### config.mk
export PLATFORM = sky130hd
export DESIGN_NAME = fp32_cvt_pipe_flat
export DESIGN_NICKNAME = d
export VERILOG_FILES = /design/src/rtl/fp32_cvt_pipe_if.sv /design/src/rtl/fp32_cvt_pipe.sv /design/src/flat_wrapper.sv
export SDC_FILE = /design/constraint.sdc
export NUM_CORES = 1
export LEC_CHECK = 0
export ABC_AREA = 1
export BUFFER_PORTS_ARGS = -buffer_cell sky130_fd_sc_hd__buf_2
export CELL_PAD_IN_SITES_DETAIL_PLACEMENT = 0
export CELL_PAD_IN_SITES_GLOBAL_PLACEMENT = 1
export CORE_ASPECT_RATIO = 0.7
export CORE_MARGIN = 2
export CORE_UTILIZATION = 43
export CTS_CLUSTER_DIAMETER = 200
export CTS_CLUSTER_SIZE = 40
export DETAILED_ROUTE_END_ITERATION = 10
export PLACE_DENSITY = 0.84
export SLEW_MARGIN = 20
export SYNTH_ARGS = -nofsm -noshare
export SYNTH_HDL_FRONTEND = slang
export SYNTH_SLANG_ARGS = --single-unit
### constraint.sdc
create_clock -name clk -period 7.56 [get_ports clk]
set_clock_uncertainty 0.15 [all_clocks]
set_input_delay 0.756 -clock clk [delete_from_list [all_inputs] [get_ports clk]]
set_output_delay 0.756 -clock clk [all_outputs]
set_load 0.05 [all_outputs]
### src/rtl/fp32_cvt_pipe_if.sv
`default_nettype none
// ============================================================================
// Module      : fp32_cvt_pipe_if
// Description : Request/response handshake bundle for the int-to-float32
//               conversion stage. master = requester/consumer side,
//               slave = the conversion stage.
// Revision    : 1.0 - initial release
// ============================================================================
interface fp32_cvt_pipe_if #(
  parameter int TAG_W = 5
);
  logic             req_valid;
  logic             req_ready;
  logic [63:0]      req_in;
  logic [1:0]       req_typeOp;
  logic [2:0]       req_rm;
  logic [TAG_W-1:0] req_tag;

  logic             resp_valid;
  logic             resp_ready;
  logic [31:0]      resp_data;
  logic [4:0]       resp_flags;
  logic             resp_illegal;
  logic [TAG_W-1:0] resp_tag;

  modport master (
    output req_valid, req_in, req_typeOp, req_rm, req_tag, resp_ready,
    input  req_ready, resp_valid, resp_data, resp_flags, resp_illegal, resp_tag
  );

  modport slave (
    input  req_valid, req_in, req_typeOp, req_rm, req_tag, resp_ready,
    output req_ready, resp_valid, resp_data, resp_flags, resp_illegal, resp_tag
  );
endinterface
`default_nettype wire

### src/rtl/fp32_cvt_pipe.sv
`default_nettype none
// ============================================================================
// Module      : fp32_cvt_pipe
// Description : Issue/retire stage for integer-to-float32 conversion. One
//               operand register stage (S1) feeds a combinational converter
//               whose results are buffered in an in-order circular queue.
//               Holds the sticky fflags register, updated on retirement.
// Revision    : 1.0 - initial release
// ============================================================================
module fp32_cvt_pipe #(
  parameter int TAG_W  = 5,
  parameter int QDEPTH = 2
) (
  input  wire logic       clk,
  input  wire logic       reset,
  fp32_cvt_pipe_if.slave  bus,
  input  wire logic [1:0] frm,
  input  wire logic       flush,
  input  wire logic       fflags_clr,
  output logic      [4:0] fflags
);

  localparam int               PTR_W    = (QDEPTH > 1) ? $clog2(QDEPTH) : 1;
  localparam int               CNT_W    = PTR_W + 1;
  localparam logic [CNT_W-1:0] CNT_FULL = CNT_W'(QDEPTH);
  localparam logic [CNT_W-1:0] CNT_ONE  = CNT_W'(1);
  localparam logic [PTR_W-1:0] PTR_ONE  = PTR_W'(1);

  // Integer to float32. Rounding: 0=nearest-even, 1=toward zero,
  // 2=toward -inf, 3=toward +inf. Result is {NX, float32}; only NX can
  // occur because every 64-bit integer is within float32 range.
  function automatic logic [32:0] any_to_float32(
    input logic [63:0] in,
    input logic [1:0]  type_op,
    input logic [1:0]  rm
  );
    logic        sign;
    logic [63:0] mag;
    logic [63:0] norm;
    logic [5:0]  msb;
    logic [7:0]  exp_field;
    logic [22:0] frac;
    logic        guard;
    logic        sticky;
    logic        inc;
    logic [30:0] body;
    logic [32:0] res;
    sign = 1'b0;
    mag  = 64'd0;
    case (type_op)
      2'd0: mag = {32'd0, in[31:0]};
      2'd1: begin
        sign = in[31];
        mag  = {32'd0, sign ? (~in[31:0] + 32'd1) : in[31:0]};
      end
      2'd2: mag = in;
      default: begin
        sign = in[63];
        mag  = sign ? (~in + 64'd1) : in;
      end
    endcase
    msb = 6'd0;
    for (int i = 0; i < 64; i++) begin
      if (mag[i]) msb = 6'(i);
    end
    norm      = mag << (6'd63 - msb);
    frac      = norm[62:40];
    guard     = norm[39];
    sticky    = |norm[38:0];
    exp_field = {2'b00, msb} + 8'd127;
    case (rm)
      2'd0:    inc = guard && (sticky || frac[0]);
      2'd1:    inc = 1'b0;
      2'd2:    inc = sign && (guard || sticky);
      default: inc = !sign && (guard || sticky);
    endcase
    // A mantissa carry ripples into the exponent field, which is the
    // correct result for a round-up to the next power of two.
    body = {exp_field, frac} + {30'd0, inc};
    if (mag == 64'd0) res = 33'd0;
    else              res = {guard | sticky, sign, body};
    return res;
  endfunction

  logic             s1_valid_q, s1_valid_d;
  logic [63:0]      s1_in_q,    s1_in_d;
  logic [1:0]       s1_type_q,  s1_type_d;
  logic [1:0]       s1_rm_q,    s1_rm_d;
  logic             s1_ill_q,   s1_ill_d;
  logic [TAG_W-1:0] s1_tag_q,   s1_tag_d;

  logic [31:0]      q_data_q  [QDEPTH];
  logic [4:0]       q_flags_q [QDEPTH];
  logic             q_ill_q   [QDEPTH];
  logic [TAG_W-1:0] q_tag_q   [QDEPTH];

  logic [PTR_W-1:0] wr_ptr_q, wr_ptr_d;
  logic [PTR_W-1:0] rd_ptr_q, rd_ptr_d;
  logic [CNT_W-1:0] count_q,  count_d;
  logic [4:0]       fflags_q, fflags_d;

  logic [32:0]      cvt_res;
  logic [31:0]      push_data;
  logic [4:0]       push_flags;
  logic [4:0]       head_flags;
  logic             head_valid;
  logic             pop;
  logic             push;
  logic             ready;
  logic             accept;

  // Handshake decode; a full queue can still take S1 when its head leaves.
  always_comb begin
    head_valid = (count_q != '0);
    pop        = head_valid && bus.resp_ready;
    push       = !flush && s1_valid_q && ((count_q != CNT_FULL) || pop);
    ready      = !flush && (!s1_valid_q || push);
    accept     = bus.req_valid && ready;
  end

  // Converter driven from S1; illegal rounding modes produce a zero entry.
  always_comb begin
    cvt_res    = any_to_float32(s1_in_q, s1_type_q, s1_rm_q);
    push_data  = s1_ill_q ? 32'd0 : cvt_res[31:0];
    push_flags = s1_ill_q ? 5'd0  : {4'd0, cvt_res[32]};
    head_flags = head_valid ? q_flags_q[rd_ptr_q] : 5'd0;
  end

  // S1 next state: capture on accept, drain on push, flush drops it.
  always_comb begin
    s1_valid_d = s1_valid_q;
    s1_in_d    = s1_in_q;
    s1_type_d  = s1_type_q;
    s1_rm_d    = s1_rm_q;
    s1_ill_d   = s1_ill_q;
    s1_tag_d   = s1_tag_q;
    if (flush) begin
      s1_valid_d = 1'b0;
    end else if (accept) begin
      s1_valid_d = 1'b1;
      s1_in_d    = bus.req_in;
      s1_type_d  = bus.req_typeOp;
      s1_tag_d   = bus.req_tag;
      // Dynamic mode is resolved here so a later frm change cannot
      // affect an operation already in flight.
      case (bus.req_rm)
        3'd0, 3'd1, 3'd2, 3'd3: begin
          s1_rm_d  = bus.req_rm[1:0];
          s1_ill_d = 1'b0;
        end
        3'd7: begin
          s1_rm_d  = frm;
          s1_ill_d = 1'b0;
        end
        default: begin
          s1_rm_d  = 2'd0;
          s1_ill_d = 1'b1;
        end
      endcase
    end else if (push) begin
      s1_valid_d = 1'b0;
    end
  end

  // Queue pointers and occupancy; flush empties the queue outright.
  always_comb begin
    wr_ptr_d = wr_ptr_q;
    rd_ptr_d = rd_ptr_q;
    count_d  = count_q;
    if (flush) begin
      wr_ptr_d = '0;
      rd_ptr_d = '0;
      count_d  = '0;
    end else begin
      if (push) wr_ptr_d = wr_ptr_q + PTR_ONE;
      if (pop)  rd_ptr_d = rd_ptr_q + PTR_ONE;
      case ({push, pop})
        2'b10:   count_d = count_q + CNT_ONE;
        2'b01:   count_d = count_q - CNT_ONE;
        default: count_d = count_q;
      endcase
    end
  end

  // Sticky flags: a retiring entry's flags survive a simultaneous clear.
  always_comb begin
    fflags_d = fflags_q;
    if (pop) begin
      fflags_d = fflags_clr ? head_flags : (fflags_q | head_flags);
    end else if (fflags_clr) begin
      fflags_d = 5'd0;
    end
  end

  // Control and S1 registers with asynchronous reset.
  always_ff @(posedge clk or posedge reset) begin
    if (reset) begin
      s1_valid_q <= 1'b0;
      s1_in_q    <= 64'd0;
      s1_type_q  <= 2'd0;
      s1_rm_q    <= 2'd0;
      s1_ill_q   <= 1'b0;
      s1_tag_q   <= '0;
      wr_ptr_q   <= '0;
      rd_ptr_q   <= '0;
      count_q    <= '0;
      fflags_q   <= 5'd0;
    end else begin
      s1_valid_q <= s1_valid_d;
      s1_in_q    <= s1_in_d;
      s1_type_q  <= s1_type_d;
      s1_rm_q    <= s1_rm_d;
      s1_ill_q   <= s1_ill_d;
      s1_tag_q   <= s1_tag_d;
      wr_ptr_q   <= wr_ptr_d;
      rd_ptr_q   <= rd_ptr_d;
      count_q    <= count_d;
      fflags_q   <= fflags_d;
    end
  end

  // Queue storage; only ever observed through the count-qualified head.
  always_ff @(posedge clk) begin
    if (push) begin
      q_data_q[wr_ptr_q]  <= push_data;
      q_flags_q[wr_ptr_q] <= push_flags;
      q_ill_q[wr_ptr_q]   <= s1_ill_q;
      q_tag_q[wr_ptr_q]   <= s1_tag_q;
    end
  end

  assign bus.req_ready    = ready;
  assign bus.resp_valid   = head_valid;
  assign bus.resp_data    = head_valid ? q_data_q[rd_ptr_q] : 32'd0;
  assign bus.resp_flags   = head_flags;
  assign bus.resp_illegal = head_valid ? q_ill_q[rd_ptr_q] : 1'b0;
  assign bus.resp_tag     = head_valid ? q_tag_q[rd_ptr_q] : '0;
  assign fflags           = fflags_q;

endmodule
`default_nettype wire

### src/flat_wrapper.sv
// flat-port wrapper written by rule: the top's interface ports become plain ports
module fp32_cvt_pipe_flat 
#(
  parameter int TAG_W  = 5,
  parameter int QDEPTH = 2
)
  (clk, reset, frm, flush, fflags_clr, fflags, bus_req_valid, bus_req_in, bus_req_typeOp, bus_req_rm, bus_req_tag, bus_resp_ready, bus_req_ready, bus_resp_valid, bus_resp_data, bus_resp_flags, bus_resp_illegal, bus_resp_tag);
  fp32_cvt_pipe_if #(.TAG_W(TAG_W)) bus_i ();
  input  wire logic clk;
  input  wire logic reset;
  input  wire logic [1:0] frm;
  input  wire logic flush;
  input  wire logic fflags_clr;
  output logic      [4:0] fflags;
  input wire logic [$bits(bus_i.req_valid)-1:0] bus_req_valid;
  input wire logic [$bits(bus_i.req_in)-1:0] bus_req_in;
  input wire logic [$bits(bus_i.req_typeOp)-1:0] bus_req_typeOp;
  input wire logic [$bits(bus_i.req_rm)-1:0] bus_req_rm;
  input wire logic [$bits(bus_i.req_tag)-1:0] bus_req_tag;
  input wire logic [$bits(bus_i.resp_ready)-1:0] bus_resp_ready;
  output wire logic [$bits(bus_i.req_ready)-1:0] bus_req_ready;
  output wire logic [$bits(bus_i.resp_valid)-1:0] bus_resp_valid;
  output wire logic [$bits(bus_i.resp_data)-1:0] bus_resp_data;
  output wire logic [$bits(bus_i.resp_flags)-1:0] bus_resp_flags;
  output wire logic [$bits(bus_i.resp_illegal)-1:0] bus_resp_illegal;
  output wire logic [$bits(bus_i.resp_tag)-1:0] bus_resp_tag;
  assign bus_i.req_valid = bus_req_valid;
  assign bus_i.req_in = bus_req_in;
  assign bus_i.req_typeOp = bus_req_typeOp;
  assign bus_i.req_rm = bus_req_rm;
  assign bus_i.req_tag = bus_req_tag;
  assign bus_i.resp_ready = bus_resp_ready;
  assign bus_req_ready = bus_i.req_ready;
  assign bus_resp_valid = bus_i.resp_valid;
  assign bus_resp_data = bus_i.resp_data;
  assign bus_resp_flags = bus_i.resp_flags;
  assign bus_resp_illegal = bus_i.resp_illegal;
  assign bus_resp_tag = bus_i.resp_tag;
  fp32_cvt_pipe #(.TAG_W(TAG_W), .QDEPTH(QDEPTH)) u_core (.clk(clk), .reset(reset), .bus(bus_i), .frm(frm), .flush(flush), .fflags_clr(fflags_clr), .fflags(fflags));
endmodule
==> results of run 1 <==
where the power goes:
| group | total (uW) | internal, uW | switching, uW |
|---|---|---|---|
| clock network | 921 | 450 | 471 |
| registers | 1220 | 1110 | 113 |
| logic | 7820 | 2770 | 5060 |
synth_stat cells, types with 11 or more instances:
cell type / instances
nor4_1: 11
nor2_1: 214
nand3_1: 502
nand2_1: 835
edfxtp_1: 78
a21oi_1: 88
buf_4: 27
clkbuf_1: 54
buf_2: 19
inv_1: 183
nand4_1: 28
nor3_1: 37
xor2_1: 32
o21ai_0: 85
nor2_2: 20
dfrtp_1: 80
nand2_2: 17
inv_2: 23
per-layer routing:
layer	routed length, um	GRT usage	up-vias
li1	-	-	8766
met1	29900	0.516	8477
met2	25100	0.463	758
met3	6160	0.0764	69
met4	926	0.0649	0
met5	0	0	-
flip-flops by register name, summed over array words and instances (netlist names), 2 cells and up:
signal / cells
u_core.q_flags_q: 2
u_core.s1_tag_q: 5
u_core.q_ill_q: 2
u_core.s1_rm_q: 2
u_core.count_q: 2
u_core.s1_type_q: 2
u_core.s1_in_q: 64
u_core.q_data_q: 64
u_core.q_tag_q: 10
critical path, delay by kind of cell (launching register included):
kind	cells	cell delay, ns
flops	1	0.44
fa+ha+maj	1	0.15
simple gates	58	5.40
buf+inv	7	0.93
compound gates	3	0.48
final timing paths:
path	slack, ns	to	cells after the start	from
hold reg to reg	0.33	u_core.q_tag_q[1][0]	0	u_core.s1_tag_q[0]
setup / recovery	-0.31	u_core.q_data_q[1][24]	69	u_core.s1_in_q[3]
max in group asynchronous	6.01	u_core.s1_in_q[4]	3	reset
min in group clk	0.33	u_core.q_tag_q[1][0]	0	u_core.s1_tag_q[0]
setup reg to reg	-0.31	u_core.q_data_q[1][24]	69	u_core.s1_in_q[3]
hold / removal	0.12	u_core.s1_in_q[12]	2	reset
logic make-up after synthesis:
group	count (synthesis)	share of synthesized area
simple gates	1696	0.497
buf+inv	346	0.108
compound gates	216	0.0787
flops	158	0.291
xor+xnor	33	0.0194
fa+ha+maj	6	0.00503
other cells	1	0.000251
area by class of cell:
type                       count  area [sq um]  area share
sequential                   158          4340       0.213
multi-input combinational   1963         10600       0.518
tap                          472           591      0.0290
inverter                     212           825      0.0404
clock buffer                  17           425      0.0209
clock inverter                15           170     0.00834
timing repair buffer         460          3490       0.171
layout by cell type (no fill, tap or decap), types with 32 or more instances in the layout:
cell / instances
buf_2: 123
nor2_1: 178
nand3_1: 372
nand3_2: 110
nor2_2: 39
edfxtp_1: 78
inv_1: 174
dfrtp_1: 80
nand2_1: 776
nand2_2: 63
nor3_1: 32
buf_4: 302
a21oi_1: 72
o21ai_0: 79
metrics by stage:
stage / setup TNS (ns) / area (sq um) / hold WS (ns) / utilization / power, uW
after floorplan: 0 / 14900 / 0.292 / - / 5290
after global placement: -7.80 / 17800 / 0.299 / 0.518 / 7680
after detailed placement: -8.78 / 17800 / 0.307 / 0.518 / 7690
after CTS: -0.00808 / 18700 / 0.117 / 0.543 / 8820
after global routing: -49.89 / 20400 / 0.143 / 0.592 / 10600
final: -8.35 / 20400 / 0.118 / 0.592 / 9970
timing repair:
item                       CTS  global route
gates cloned                 4             3
setup endpoints to repair   54            62
pin swaps                   12            59
buffers inserted             7            29
gates resized for setup     34           321
==> impl_metrics.json, run 1 <==
{
  "status": "complete, but fails checks",
  "violations": "negative setup slack",
  "hold_viol_final": 0,
  "synth_area_leaders": "nand2_1 21%, nand3_1 17%, edfxtp_1 16%",
  "rows": 57,
  "arrival_ns": 7.93,
  "timing.critical_path.to_type": "register",
  "final_net_count": 2900,
  "grt_pass1_vias": 16434,
  "grt_usage": 0.332,
  "synth_warnings": 0,
  "yosys_register_bits": 158,
  "area_growth_pct": 36.8,
  "cts_buffers": 17,
  "cap_violations": 0,
  "slowest_stage": "dfrtp_1",
  "critPathMaxFanout": 11,
  "dpl.hpwl_um": 46300,
  "p_leak_uw": 0.00984,
  "cts_tree": "done",
  "antenna_found_initial": 2,
  "wl_um": 62000,
  "synth_cells": 2456,
  "synth_flop_cell": "dfrtp_1",
  "wl_per_cell_um": 18.8,
  "power_density_nw_per_um2": 489,
  "slowest_delay_ns": 0.44,
  "die_w_um": 227,
  "path_clk_slew_ns": 0.09,
  "syn_area_sq_um": 14900,
  "place_congestion": 1.00,
  "drc_errors": 0,
  "post-place-ws_ns": -0.301,
  "worst_hold_path_type": "in -> async",
  "synth-seq-area-share": 0.291,
  "crit_top_cell": "nand2_1",
  "final-setup-viol-count": 52,
  "gr-total-overflow": 0,
  "core-area_sq_um": 34400,
  "fin_crit_ns": 7.87,
  "max_slew_margin": 0.462,
  "via_per_inst": 5.48,
  "synth_edf_count": 78,
  "cts_hold_buffers": 0,
  "cp.required_ns": 7.62,
  "antennaDiodeCount": 0,
  "cts_max_level": 4,
  "ioPinCount": 132,
  "cts_sinks": 158,
  "ys_types": 59,
  "rsz0062_at_grt": "yes",
  "setup_slack_ns": -0.312,
  "final_cell_count_no_fill": 3297,
  "cts-root-buf": "clkbuf_16",
  "syn_area_per_cell_sq_um": 6.07,
  "grt_pass1_wl_um": 92500,
  "worstSetupPathType": "reg -> reg",
  "start_util": 0.433,
  "vias": 18070,
  "final_antenna_net_count": 0,
  "min_period_over_period": 1.04,
  "synth_top_area_frac": 0.210,
  "yosys.area.top_type": "nand2_1",
  "clk_latency_ns": 0.47,
  "post-place-cells": 3226,
  "first_pass_iters": 8,
  "n_fill_cell": 3325,
  "grt_max_degree": 93,
  "tightest_slew_ns": 0.807,
  "start_kind": "register",
  "fmax_mhz": 127,
  "drive_gt1_frac": 0.302,
  "dieArea_sq_um": 36200,
  "synthArstFlopShare": 0.506,
  "die_h_um": 160,
  "peakVddDrop_mv": 0.280,
  "slew_viol_final": 0,
  "drtIter0Drc": 2041,
  "clock_path_buffers": 2,
  "port_buffers": 123
}
No activity file was read; power rests on OpenSTA's default activity.
==> run 2: changes to the inputs <==
--- a/config.mk
+++ b/config.mk
@@ -7,6 +7,7 @@
 export LEC_CHECK = 0
 export ABC_AREA = 1
 export BUFFER_PORTS_ARGS = -buffer_cell sky130_fd_sc_hd__buf_2
+export CAP_MARGIN = 15
 export CELL_PAD_IN_SITES_DETAIL_PLACEMENT = 0
 export CELL_PAD_IN_SITES_GLOBAL_PLACEMENT = 1
 export CORE_ASPECT_RATIO = 0.7
==> constraint.sdc (replaced) <==
create_clock -name clk -period 7.25 [get_ports clk]
set_clock_uncertainty 0.15 [all_clocks]
set_input_delay 0.725 -clock clk [delete_from_list [all_inputs] [get_ports clk]]
set_output_delay 0.725 -clock clk [all_outputs]
set_load 0.05 [all_outputs]
==> impl_metrics.json, run 2 (synthesized netlist as in run 1, its figures left out) <==
{
  "final_cell_count_no_fill": 3420,
  "fmax_mhz": 131,
  "timing.critical_path.to_type": "register",
  "drc_errors": 0,
  "cts_buffers": 17,
  "r2r-start": "u_core.s1_in_q[5]",
  "hold_viol_final": 0,
  "comb_power_share": 0.803,
  "final_common_cell": "nand2_1",
  "seq_power_share": 0.113,
  "cap_violations": 0,
  "clk_latency_ns": 0.46,
  "path_clk_slew_ns": 0.08,
  "violations": "negative setup slack",
  "fin_crit_ns": 7.66,
  "clock_path_buffers": 2,
  "p_switching_uw": 6200,
  "slowest_delay_ns": 0.41,
  "port_buffers": 123,
  "max_slew_margin": 0.409,
  "final-setup-viol-count": 58,
  "power_density_nw_per_um2": 520,
  "cts_sinks": 158,
  "worst_hold_path_type": "in -> async",
  "cpLargestDelayFamily": "simple AND/OR/NAND/NOR gates",
  "ioPinCount": 132,
  "min_period_over_period": 1.06,
  "slew_viol_final": 0,
  "dieArea_sq_um": 36200,
  "cp.required_ns": 7.32,
  "p_leak_uw": 0.0106,
  "rows": 57,
  "final_cell_mix": "752 x nand2_1, 418 x buf_4, 332 x nand3_1",
  "reg2reg_depth": 54,
  "cts_max_level": 4,
  "crit_end": "u_core.q_data_q[0][21]",
  "p_int_uw": 5130,
  "dpl.hpwl_um": 47600,
  "vias": 18724,
  "r2r_end": "u_core.q_data_q[0][21]",
  "arrival_ns": 7.73,
  "grt_max_degree": 94,
  "gr-total-overflow": 0,
  "rsz0062_at_grt": "yes",
  "rrSetupSlack_ns": -0.41,
  "swShare": 0.547,
  "cp-startpoint": "u_core.s1_in_q[5]",
  "clkPwrFrac": 0.084,
  "antenna_found_initial": 3,
  "grt_usage": 0.337,
  "place_congestion": 0.983,
  "post-place-cells": 3335,
  "worst-path-stages": 54,
  "grt_pass1_wl_um": 94600,
  "setup_slack_ns": -0.412,
  "start_util": 0.433,
  "area_growth_pct": 46.2,
  "wl_per_cell_um": 18.5,
  "first_pass_iters": 5,
  "final_antenna_net_count": 0,
  "via_per_inst": 5.47,
  "cts-root-buf": "clkbuf_16",
  "critPathMaxFanout": 14,
  "status": "complete, but fails checks",
  "final_net_count": 3023,
  "slowest_stage": "dfrtp_1",
  "antennaDiodeCount": 0,
  "drtIter0Drc": 1913,
  "die_w_um": 227,
  "fin_hold_ws_ns": 0.0887,
  "die_h_um": 160,
  "cts_tree": "done",
  "wl_um": 63200,
  "peakVddDrop_mv": 0.286,
  "grt_pass1_vias": 17091,
  "core-area_sq_um": 34400,
  "crit_top_cell": "nand2_1",
  "start_kind": "register",
  "worstSetupPathType": "reg -> reg",
  "drive_gt1_frac": 0.359,
  "tightest_slew_ns": 0.880,
  "path_buf_inv": 12,
  "reg_top3": "u_core.q_data_q: 64 flops, u_core.s1_in_q: 64 flops, u_core.q_tag_q: 10 flops"
}
==> run 2: cell types whose count changed in the layout (fill, tap and decap cells not counted), moves of 6 or more <==
cell     change
o21ai_2      +7
buf_4      +116
nand3_2     +39
nand2_1     -24
nand3_1     -40
o21ai_0      -6
nand2_2     +22
==> run 2: per-stage QoR <==
step	utilization	total power, uW	setup TNS, ns	setup WS (ns)	area [sq um]
floorplan	-	5510	0	0.693	14900
global placement	0.542	8520	-25.21	-0.559	18700
CTS	0.591	10200	-5.31	-0.189	20400
detailed placement	0.542	8520	-24.26	-0.555	18700
finish	0.633	11300	-18.10	-0.412	21800
global route	0.633	12000	-58.45	-1.11	21800
==> run 2: timing repair <==
item                       CTS  global route
cloned                       5             4
hold buffers                 0             0
setup buffers               27            29
setup endpoints to repair   60            64
pin swaps                   34            68
gates resized for setup    179           274
==> run 2: layout make-up <==
class / instances / area (sq um)
Multi-Input combinational cell: 1960 / 10900
Inverter: 212 / 821
Sequential cell: 158 / 4350
Timing Repair Buffer: 586 / 4550
Clock buffer: 17 / 425
Fill cell: 3184 / 12600
Tap cell: 472 / 591
Clock inverter: 15 / 175
==> run 2: worst min path at each step <==
stage | start | to | cells past startpoint
after floorplan | u_core.s1_tag_q[0] | u_core.q_tag_q[0][0] | 0
after global placement | u_core.s1_tag_q[1] | u_core.q_tag_q[1][1] | 0
after detailed placement | u_core.s1_tag_q[0] | u_core.q_tag_q[0][0] | 0
after CTS | reset | u_core.s1_in_q[57] | 2
after global routing | reset | u_core.s1_in_q[57] | 2
final | reset | u_core.s1_in_q[57] | 2
==> run 2: worst reg2reg max path, delay by kind of cell, from the launching register on <==
family                     cells  cell delay [ns]
and+or+nand+nor               37             4.64
buffers and inverters         12             1.57
AOI/OAI and AO/OA              4             0.49
DFF                            1             0.41
adders and majority gates      1             0.18
==> run 2: metal layers <==
| metal | share of wire | up-vias | GRT usage |
|---|---|---|---|
| met1 | 0.48 | 8836 | 0.524 |
| met5 | 0.00059 | - | 0 |
| met3 | 0.084 | 77 | 0.0668 |
| li1 | - | 9027 | - |
| met4 | 0.018 | 2 | 0.0649 |
| met2 | 0.42 | 782 | 0.479 |
==> run 2: power by group through the flow <==
| stage | Sequential (uW) | Combinational (uW) | Clock (uW) |
|---|---|---|---|
| 4_1_cts | 1270 | 7930 | 959 |
| 3_3_place_gp | 1280 | 7230 | 0 |
| 3_5_place_dp | 1280 | 7230 | 0 |
| 2_1_floorplan | 1260 | 4250 | 0 |
| 5_1_grt | 1290 | 9750 | 992 |
| 6_report | 1280 | 9100 | 951 |
